===== config.mk =====
export PLATFORM = sky130hd
export DESIGN_NAME = digit_bank
export DESIGN_NICKNAME = d
export VERILOG_FILES = /design/src/rtl/digit_bank_pkg.sv /design/src/rtl/digit_bank_scan.sv /design/src/rtl/digit_bank.sv
export SDC_FILE = /design/constraint.sdc
export NUM_CORES = 1
export LEC_CHECK = 0
export BUFFER_PORTS_ARGS = -buffer_cell sky130_fd_sc_hd__buf_2
export CAP_MARGIN = 25
export CORE_ASPECT_RATIO = 0.75
export CORE_MARGIN = 2
export CORE_UTILIZATION = 45
export CTS_CLUSTER_DIAMETER = 120
export DETAILED_ROUTE_END_ITERATION = 8
export PLACE_DENSITY_LB_ADDON = 0.08
export SLEW_MARGIN = 10
export SYNTH_ARGS = -nofsm -noshare
export SYNTH_HDL_FRONTEND = slang
export SYNTH_SLANG_ARGS = --single-unit

===== constraint.sdc =====
create_clock -name clk -period 3.1 [get_ports clk]
set_clock_uncertainty 0.05 [all_clocks]
set_input_delay 0.155 -clock clk [delete_from_list [all_inputs] [get_ports clk]]
set_output_delay 0.155 -clock clk [all_outputs]
set_load 0.05 [all_outputs]

===== src/rtl/digit_bank_pkg.sv =====
// Shared constants and types for the digit bank and its downstream 6:1 digit selector.
package digit_bank_pkg;

    localparam int NUM_SLOTS = 6;
    localparam int SEL_W     = 3;
    localparam int DIGIT_W   = 4;
    localparam int CNT_W     = 3;

    typedef logic [DIGIT_W-1:0] digit_t;
    typedef logic [SEL_W-1:0]   sel_t;
    typedef logic [CNT_W-1:0]   cnt_t;

    localparam digit_t BCD_MAX = digit_t'(9);

    // Storage operation selected for the current cycle, already priority-resolved.
    typedef enum logic [1:0] {
        OP_NONE  = 2'd0,
        OP_CLR   = 2'd1,
        OP_WRITE = 2'd2,
        OP_SHIFT = 2'd3
    } op_e;

    function automatic logic is_bcd(input digit_t d);
        return (d <= BCD_MAX);
    endfunction

endpackage


===== src/rtl/digit_bank_scan.sv =====
// Scan-select sequencer: a prescaler that steps sel through 0..NUM_SLOTS-1 once per SCAN_DIV enabled clocks.
module scan_counter
    import digit_bank_pkg::*;
#(
    parameter int SCAN_DIV = 50000
) (
    input  logic clk,
    input  logic rst,
    input  logic en,
    output sel_t sel
);

    localparam int   PRE_W    = (SCAN_DIV > 1) ? $clog2(SCAN_DIV) : 1;
    localparam logic [PRE_W-1:0] PRE_TERM = PRE_W'(SCAN_DIV - 1);
    localparam sel_t SEL_LAST = sel_t'(NUM_SLOTS - 1);

    logic [PRE_W-1:0] pre_q, pre_d;
    sel_t             sel_q, sel_d;

    always_comb begin
        pre_d = pre_q;
        sel_d = sel_q;
        if (en) begin
            if (pre_q == PRE_TERM) begin
                pre_d = '0;
                // >= rather than == so an illegal code can never persist.
                sel_d = (sel_q >= SEL_LAST) ? '0 : sel_q + sel_t'(1);
            end else begin
                pre_d = pre_q + PRE_W'(1);
            end
        end
    end

    always_ff @(posedge clk) begin
        if (rst) begin
            pre_q <= '0;
            sel_q <= '0;
        end else begin
            pre_q <= pre_d;
            sel_q <= sel_d;
        end
    end

    assign sel = sel_q;

endmodule


===== src/rtl/digit_bank.sv =====
// Six-slot BCD digit store with keypad shift entry, direct writes and a scan-select sequencer.
module digit_bank #(
    parameter int SCAN_DIV  = 50000,
    parameter int NUM_SLOTS = 6
) (
    input  logic       clk,
    input  logic       rst,
    input  logic       clr,
    input  logic       wr_en,
    input  logic [2:0] wr_addr,
    input  logic [3:0] wr_data,
    input  logic       shift_en,
    input  logic [3:0] shift_data,
    input  logic       scan_en,
    output logic [3:0] slot1,
    output logic [3:0] slot2,
    output logic [3:0] slot3,
    output logic [3:0] slot4,
    output logic [3:0] slot5,
    output logic [3:0] slot6,
    output logic [2:0] scan_sel,
    output logic [2:0] digit_cnt,
    output logic       full,
    output logic       err
);
    import digit_bank_pkg::*;

    localparam cnt_t CNT_FULL  = cnt_t'(NUM_SLOTS);
    localparam sel_t ADDR_LIMIT = sel_t'(NUM_SLOTS);

    digit_t slot_q [NUM_SLOTS];
    digit_t slot_d [NUM_SLOTS];
    cnt_t   cnt_q, cnt_d;
    logic   err_q, err_d;
    op_e    op;
    logic   wr_ok;
    logic   sh_ok;

    // clr > wr_en > shift_en; a losing strobe is simply dropped.
    always_comb begin
        op = OP_NONE;
        if (clr) begin
            op = OP_CLR;
        end else if (wr_en) begin
            op = OP_WRITE;
        end else if (shift_en) begin
            op = OP_SHIFT;
        end
    end

    assign wr_ok = (wr_addr < ADDR_LIMIT) && is_bcd(wr_data);
    assign sh_ok = (cnt_q < CNT_FULL) && is_bcd(shift_data);

    always_comb begin
        slot_d = slot_q;
        cnt_d  = cnt_q;
        err_d  = 1'b0;
        unique case (op)
            OP_CLR: begin
                for (int i = 0; i < NUM_SLOTS; i++) begin
                    slot_d[i] = '0;
                end
                cnt_d = '0;
            end
            OP_WRITE: begin
                if (wr_ok) begin
                    slot_d[wr_addr] = wr_data;
                end else begin
                    err_d = 1'b1;
                end
            end
            OP_SHIFT: begin
                if (sh_ok) begin
                    for (int i = NUM_SLOTS - 1; i > 0; i--) begin
                        slot_d[i] = slot_q[i-1];
                    end
                    slot_d[0] = shift_data;
                    cnt_d     = cnt_q + cnt_t'(1);
                end else begin
                    err_d = 1'b1;
                end
            end
            default: begin
            end
        endcase
    end

    always_ff @(posedge clk) begin
        if (rst) begin
            for (int i = 0; i < NUM_SLOTS; i++) begin
                slot_q[i] <= '0;
            end
            cnt_q <= '0;
            err_q <= 1'b0;
        end else begin
            slot_q <= slot_d;
            cnt_q  <= cnt_d;
            err_q  <= err_d;
        end
    end

    scan_counter #(
        .SCAN_DIV(SCAN_DIV)
    ) u_scan (
        .clk(clk),
        .rst(rst),
        .en (scan_en),
        .sel(scan_sel)
    );

    assign slot1     = slot_q[0];
    assign slot2     = slot_q[1];
    assign slot3     = slot_q[2];
    assign slot4     = slot_q[3];
    assign slot5     = slot_q[4];
    assign slot6     = slot_q[5];
    assign digit_cnt = cnt_q;
    assign full      = (cnt_q == CNT_FULL);
    assign err       = err_q;

endmodule


# Yosys cells after proc, flatten, opt, wreduce, memory -nomap -nowiden
# Index checks and enable logic that the tools add are counted.
# op_classes
add_sub_neg	3
n_lt_le_gt_ge	7
eq_ne	7
n_mux	16
bitwise_logic	1
reduce_logical	8
# op_table
op	n
24-bit case mux with 3 select lines	1
24-bit 2-to-1 mux	2
24-bit bitwise mux	1
16-bit by 1-bit adder with 16-bit output, second input constant	1
16-bit equality test, second input constant	1
16-bit 2-to-1 mux	1
4-bit demux with 3-bit select	1
4-bit <= comparator, second input constant	2
3-bit by 1-bit adder with 3-bit output, second input constant	2
3-bit less-than comparator, second input constant	2
2-bit 2-to-1 mux	3
3-bit 2-to-1 mux	2
3-bit case mux with 2 select lines	1
2-bit equality test, second input constant	2
4-bit greater-or-equal comparator, second input constant	1
4-bit by 1-bit less-than comparator with 1-bit output, second input constant	1
4-bit 2-to-1 mux	1
2-bit inequality test, second input constant	2
3-bit NOT with 4-bit output	1
2-bit AND reduction	2
3-bit equality test, second input constant	1
3-bit greater-or-equal comparator, second input constant	1
1-bit logical AND	3
3-bit AND reduction	1
5 further kinds	6
# totals
register_bits	47
in_bits	17
out_inout_bits	32
word_cells	52

# Longest topological paths before layout
# logic_depth
word_depth	8
depth_mapped	7

# By module
# Synthesis repeated with hierarchy kept, for this count alone.
# hier_totals
cells_unflattened	265
hier_area_um2	2513.7
# by_module_without_submodules
mod	instances	cells_each	area_each_um2	seq_area_each_um2
digit_bank	1	162	1624.1	560.5
scan_counter	1	103	889.6	380.4

# Least setup slack after synthesis
# Ideal clock, no wire load.
# synth_path
path_kind	register to register
from	reg cnt_q[1] (netlist: digit_cnt[1])
to	reg slot_q (netlist bit slot3[3])
setup_time_ps	87
arrival_ps	1735
path_slack_ps	1228
stages_incl_launch_ff	6
cell_sequence	dfxtp_1 -> nand2_1 -> a32oi_1 -> buf_2 -> o211ai_1 -> o31ai_1
# synth_between
elab_chain_len	4
# synth_rtl
element	line_no	rtl
start, declared	digit_bank.sv:33	cnt_t cnt_q, cnt_d;
start signal, assigned	digit_bank.sv:97	cnt_q <= cnt_d;
3-bit less-than comparator	digit_bank.sv:52	assign sh_ok = (cnt_q < CNT_FULL) && is_bcd(shift_data);
1-bit logical AND	digit_bank.sv:52	
2-bit inequality test (no line)	-	
3-bit AND reduction (no line)	-	
end signal, assigned	digit_bank.sv:96	slot_q <= slot_d;
end, declared	digit_bank.sv:31	digit_t slot_q [NUM_SLOTS];
# No other way between the ends.
# A chain may end at the register's enable or synchronous reset.

# Worst setup path after layout
# layout_path
from	reg u_scan.pre_q[11]
to	reg u_scan.pre_q[5]
# layout_between
elab_chain_len	2
# layout_rtl
element	line_no	rtl
start, declared	digit_bank_scan.sv:17	logic [PRE_W-1:0] pre_q, pre_d;
start signal, assigned	digit_bank_scan.sv:39	pre_q <= pre_d;
16-bit equality test	digit_bank_scan.sv:24	if (pre_q == PRE_TERM) begin
16-bit 2-to-1 mux	digit_bank_scan.sv:24	
# No other way between the ends.

==> impl_metrics.yaml <==
sta:
  slew_headroom: 0.420
  slew_viol_final: 0
  rsz0062_at_grt: "no"
  finalCritPeriodShare: 0.683
  hold_viol: 0
  worst_pin_slew_ns: 0.871
  setup_tns_ns: 0
  finalSetupViolCount: 0
  fmax_mhz: 472
  finalCriticalPeriod_ns: 2.12
place:
  port_buffers: 48
  dp_hpwl_um: 4440
  gp_congestion: 0.829
  place_inst: 371
floorplan:
  die_width_um: 88.2
  die_area_mm2: 0.00592
  die_y_um: 67.1
  rows: 22
  ioPinCount: 49
  core_mm2: 0.00501
  start_util: 0.477
synthesis:
  yosysUniqueCellTypes: 48
  synth_warnings: 0
  synth_top_area_cell: "dfxtp_1"
  synth_top_area_frac: 0.394
  syn-num-nets: 285
  synthTopCellsByArea: "dfxtp_1 (39%), a32o_1 (5.0%), nor2_1 (4.4%), xnor2_1 (4.4%), a32oi_1 (3.7%)"
  seq_area_frac_synth: 0.394
  synth_edf_count: 0
  ys_seq_elements: 47
  synthArstFlopShare: 0
  synth_area_mm2: 0.00239
  synth_cells: 263
  avgSynthCellArea_um2: 9.09
  synth_flop_cell: "dfxtp_1"
routing:
  drt_iter0_drc: 232
  wl_per_cell_um: 16.1
  drtPass1Iterations: 5
  via_per_inst: 5.83
  drc_errors: 0
  vias: 2215
  finalWirelength_um: 6120
  ant_nets: 0
pwr:
  p_seq_frac: 0.542
  switchingPower_uw: 322
  switching_share: 0.284
  p_comb_frac: 0.114
  p_clk_frac: 0.344
  vdd_ir_drop_max_uv: 191
  internal_power_uw: 812
  leakage_uw: 0.00103
  power_density_mw_per_mm2: 409
grt:
  grt_pass1_wl_um: 9740
  grt_max_degree: 24
  gr-usage-all-layers: 0.215
  overflow: 0
  grt_antenna_before_repair: 0
  grt_pass1_vias: 1878
status:
  status: "complete, no violations"
cts:
  clock_sinks: 47
  cts_hold_buf: 0
  cts_max_level: 2
  cts_max_path_buffers: 2
  cts_tree: "done"
  insertion_delay_ns: 0.30
  cts-resized-gates: 0
  post_cts_buffers: 0
  clkSlewWorstSetupHoldPaths_ns: 0.10
  root_buffer: "clkbuf_8"
  numCtsBuffers: 5
layout:
  layout-drive-gt1-share: 0.221
  multiInputGateArea_mm2: 0.00136
  antenna_cells: 0
  area_growth_syn_to_layout_pct: 15.9
  fin_nets: 329
  finalNonFillerCells: 380
  utilization: 0.553
  regArea_um2: 941
  fillCellCount: 498
flow_run:
  drv_cap: 0
setup_path:
  setup.worst_path.end_class: "flop"
  critPathKind: "reg2reg"
  crit_path_cell_trace: "or4b_4, nor4_4, or2_1, nor2_1"
  critPathMaxStageDelay_ns: 0.57
  startpoint_type: "flop"
  cp.arrival_ns: 2.23
  cp_max_fo: 15
  crit_required_ns: 3.22
  cp_slowest_cell: "or4b_4"
worst_hold_path:
  hold_class: "in2reg"
[metrics by stage]
stage               total power (µW)  cell area, µm²  setup slack, ns  hold WS (ns)
floorplan                        715            2390             1.23         0.305
global placement                 755            2670            0.795         0.396
detailed placement               753            2670            0.731         0.400
CTS                             1140            2760            0.745         0.105
global route                    1180            2770            0.836         0.119
finish                          1130            2770            0.983         0.111
[logic make-up (layout without fill, tap and decap cells)]
kind of cell / Yosys count / in the layout / synth area share
buffers and inverters: 21 / 66 / 0.0398
muxes: 3 / 3 / 0.0126
AOI/OAI and AO/OA: 78 / 78 / 0.260
adders and majority gates: 5 / 5 / 0.0262
xor gates and xnor gates: 16 / 16 / 0.0586
and+or+nand+nor: 93 / 93 / 0.210
DFF: 47 / 47 / 0.394
[worst max-delay path: cells and delay by family (launching register included)]
| family | cells | cell delay, ns |
|---|---|---|
| flops | 1 | 0.36 |
| simple gates | 4 | 1.56 |
[registers in the layout (all words and copies together) (netlist names)]
name / cells
slot2: 4
slot5: 4
u_scan.sel: 3
u_scan.pre_q: 16
slot3: 4
digit_cnt: 3
slot4: 4
slot1: 4
err: 1
slot6: 4
[cell type report]
class,instances,area share
Clock inverter,3,0.00813
Multi-Input combinational cell,195,0.489
Tap cell,72,0.0325
Inverter,6,0.00813
Sequential cell,47,0.340
Timing Repair Buffer,52,0.0976
Clock buffer,5,0.0248
[power by group through the flow]
stage          logic, µW  registers [µW]  clock network, µW
2_1_floorplan       76.5             638                  0
3_3_place_gp         126             628                  0
3_5_place_dp         125             628                  0
4_1_cts              125             614                399
5_1_grt              140             615                429
6_report             130             614                390
[path summary, 6_finish.rpt]
check	startpoint	endpoint	slack, ns	depth (start not counted)
setup / recovery	u_scan.pre_q[11]	u_scan.pre_q[5]	0.98	4
hold / removal	shift_data[0]	slot1[0]	0.11	3
hold reg to reg	slot6[3]	slot6[3]	0.42	1
setup reg to reg	u_scan.pre_q[11]	u_scan.pre_q[5]	0.98	4
[placed cells by master (no fill, tap or decap), drive strengths merged, types with 5 or more instances in the layout]
cell | netlist | final
buf | 6 | 52
dfxtp | 47 | 47
nor2 | 28 | 28
nand2 | 19 | 19
xnor2 | 12 | 12
a32o | 12 | 12
a21oi | 12 | 12
a32oi | 10 | 10
a22o | 8 | 8
o32ai | 8 | 8
inv | 6 | 8
nand4 | 6 | 6
a22oi | 6 | 6
o2bb2ai | 6 | 6
o21ai | 5 | 5
nor2b | 5 | 5
nor3 | 5 | 5
ha | 5 | 5
clkbuf | 9 | 5
nor4 | 5 | 5
[cell usage after synthesis (3+ instances only)]
cell,n
o32ai_1,8
and2_1,3
nor4_1,4
a22o_1,8
a21oi_1,11
nor2b_1,5
nand3_1,3
nand4_1,6
nand3b_1,4
a22oi_1,6
clkbuf_1,9
xnor2_1,12
a32oi_1,10
a32o_1,12
buf_2,4
xor2_1,4
o21ai_0,5
o2bb2ai_1,6
nor3_1,5
nor2_1,28
dfxtp_1,47
or3b_2,3
inv_1,6
ha_1,5
mux2i_1,3
nand2_1,19
[routing by layer]
layer  vias to the layer above  GRT usage  wire, µm
met4                         0     0.0587        54
met5                         -          0         0
met3                         7     0.0483       624
li1                       1091          -         -
met1                      1021      0.355      3090
met2                        96      0.264      2350
No activity file was read; power rests on OpenSTA's default activity.
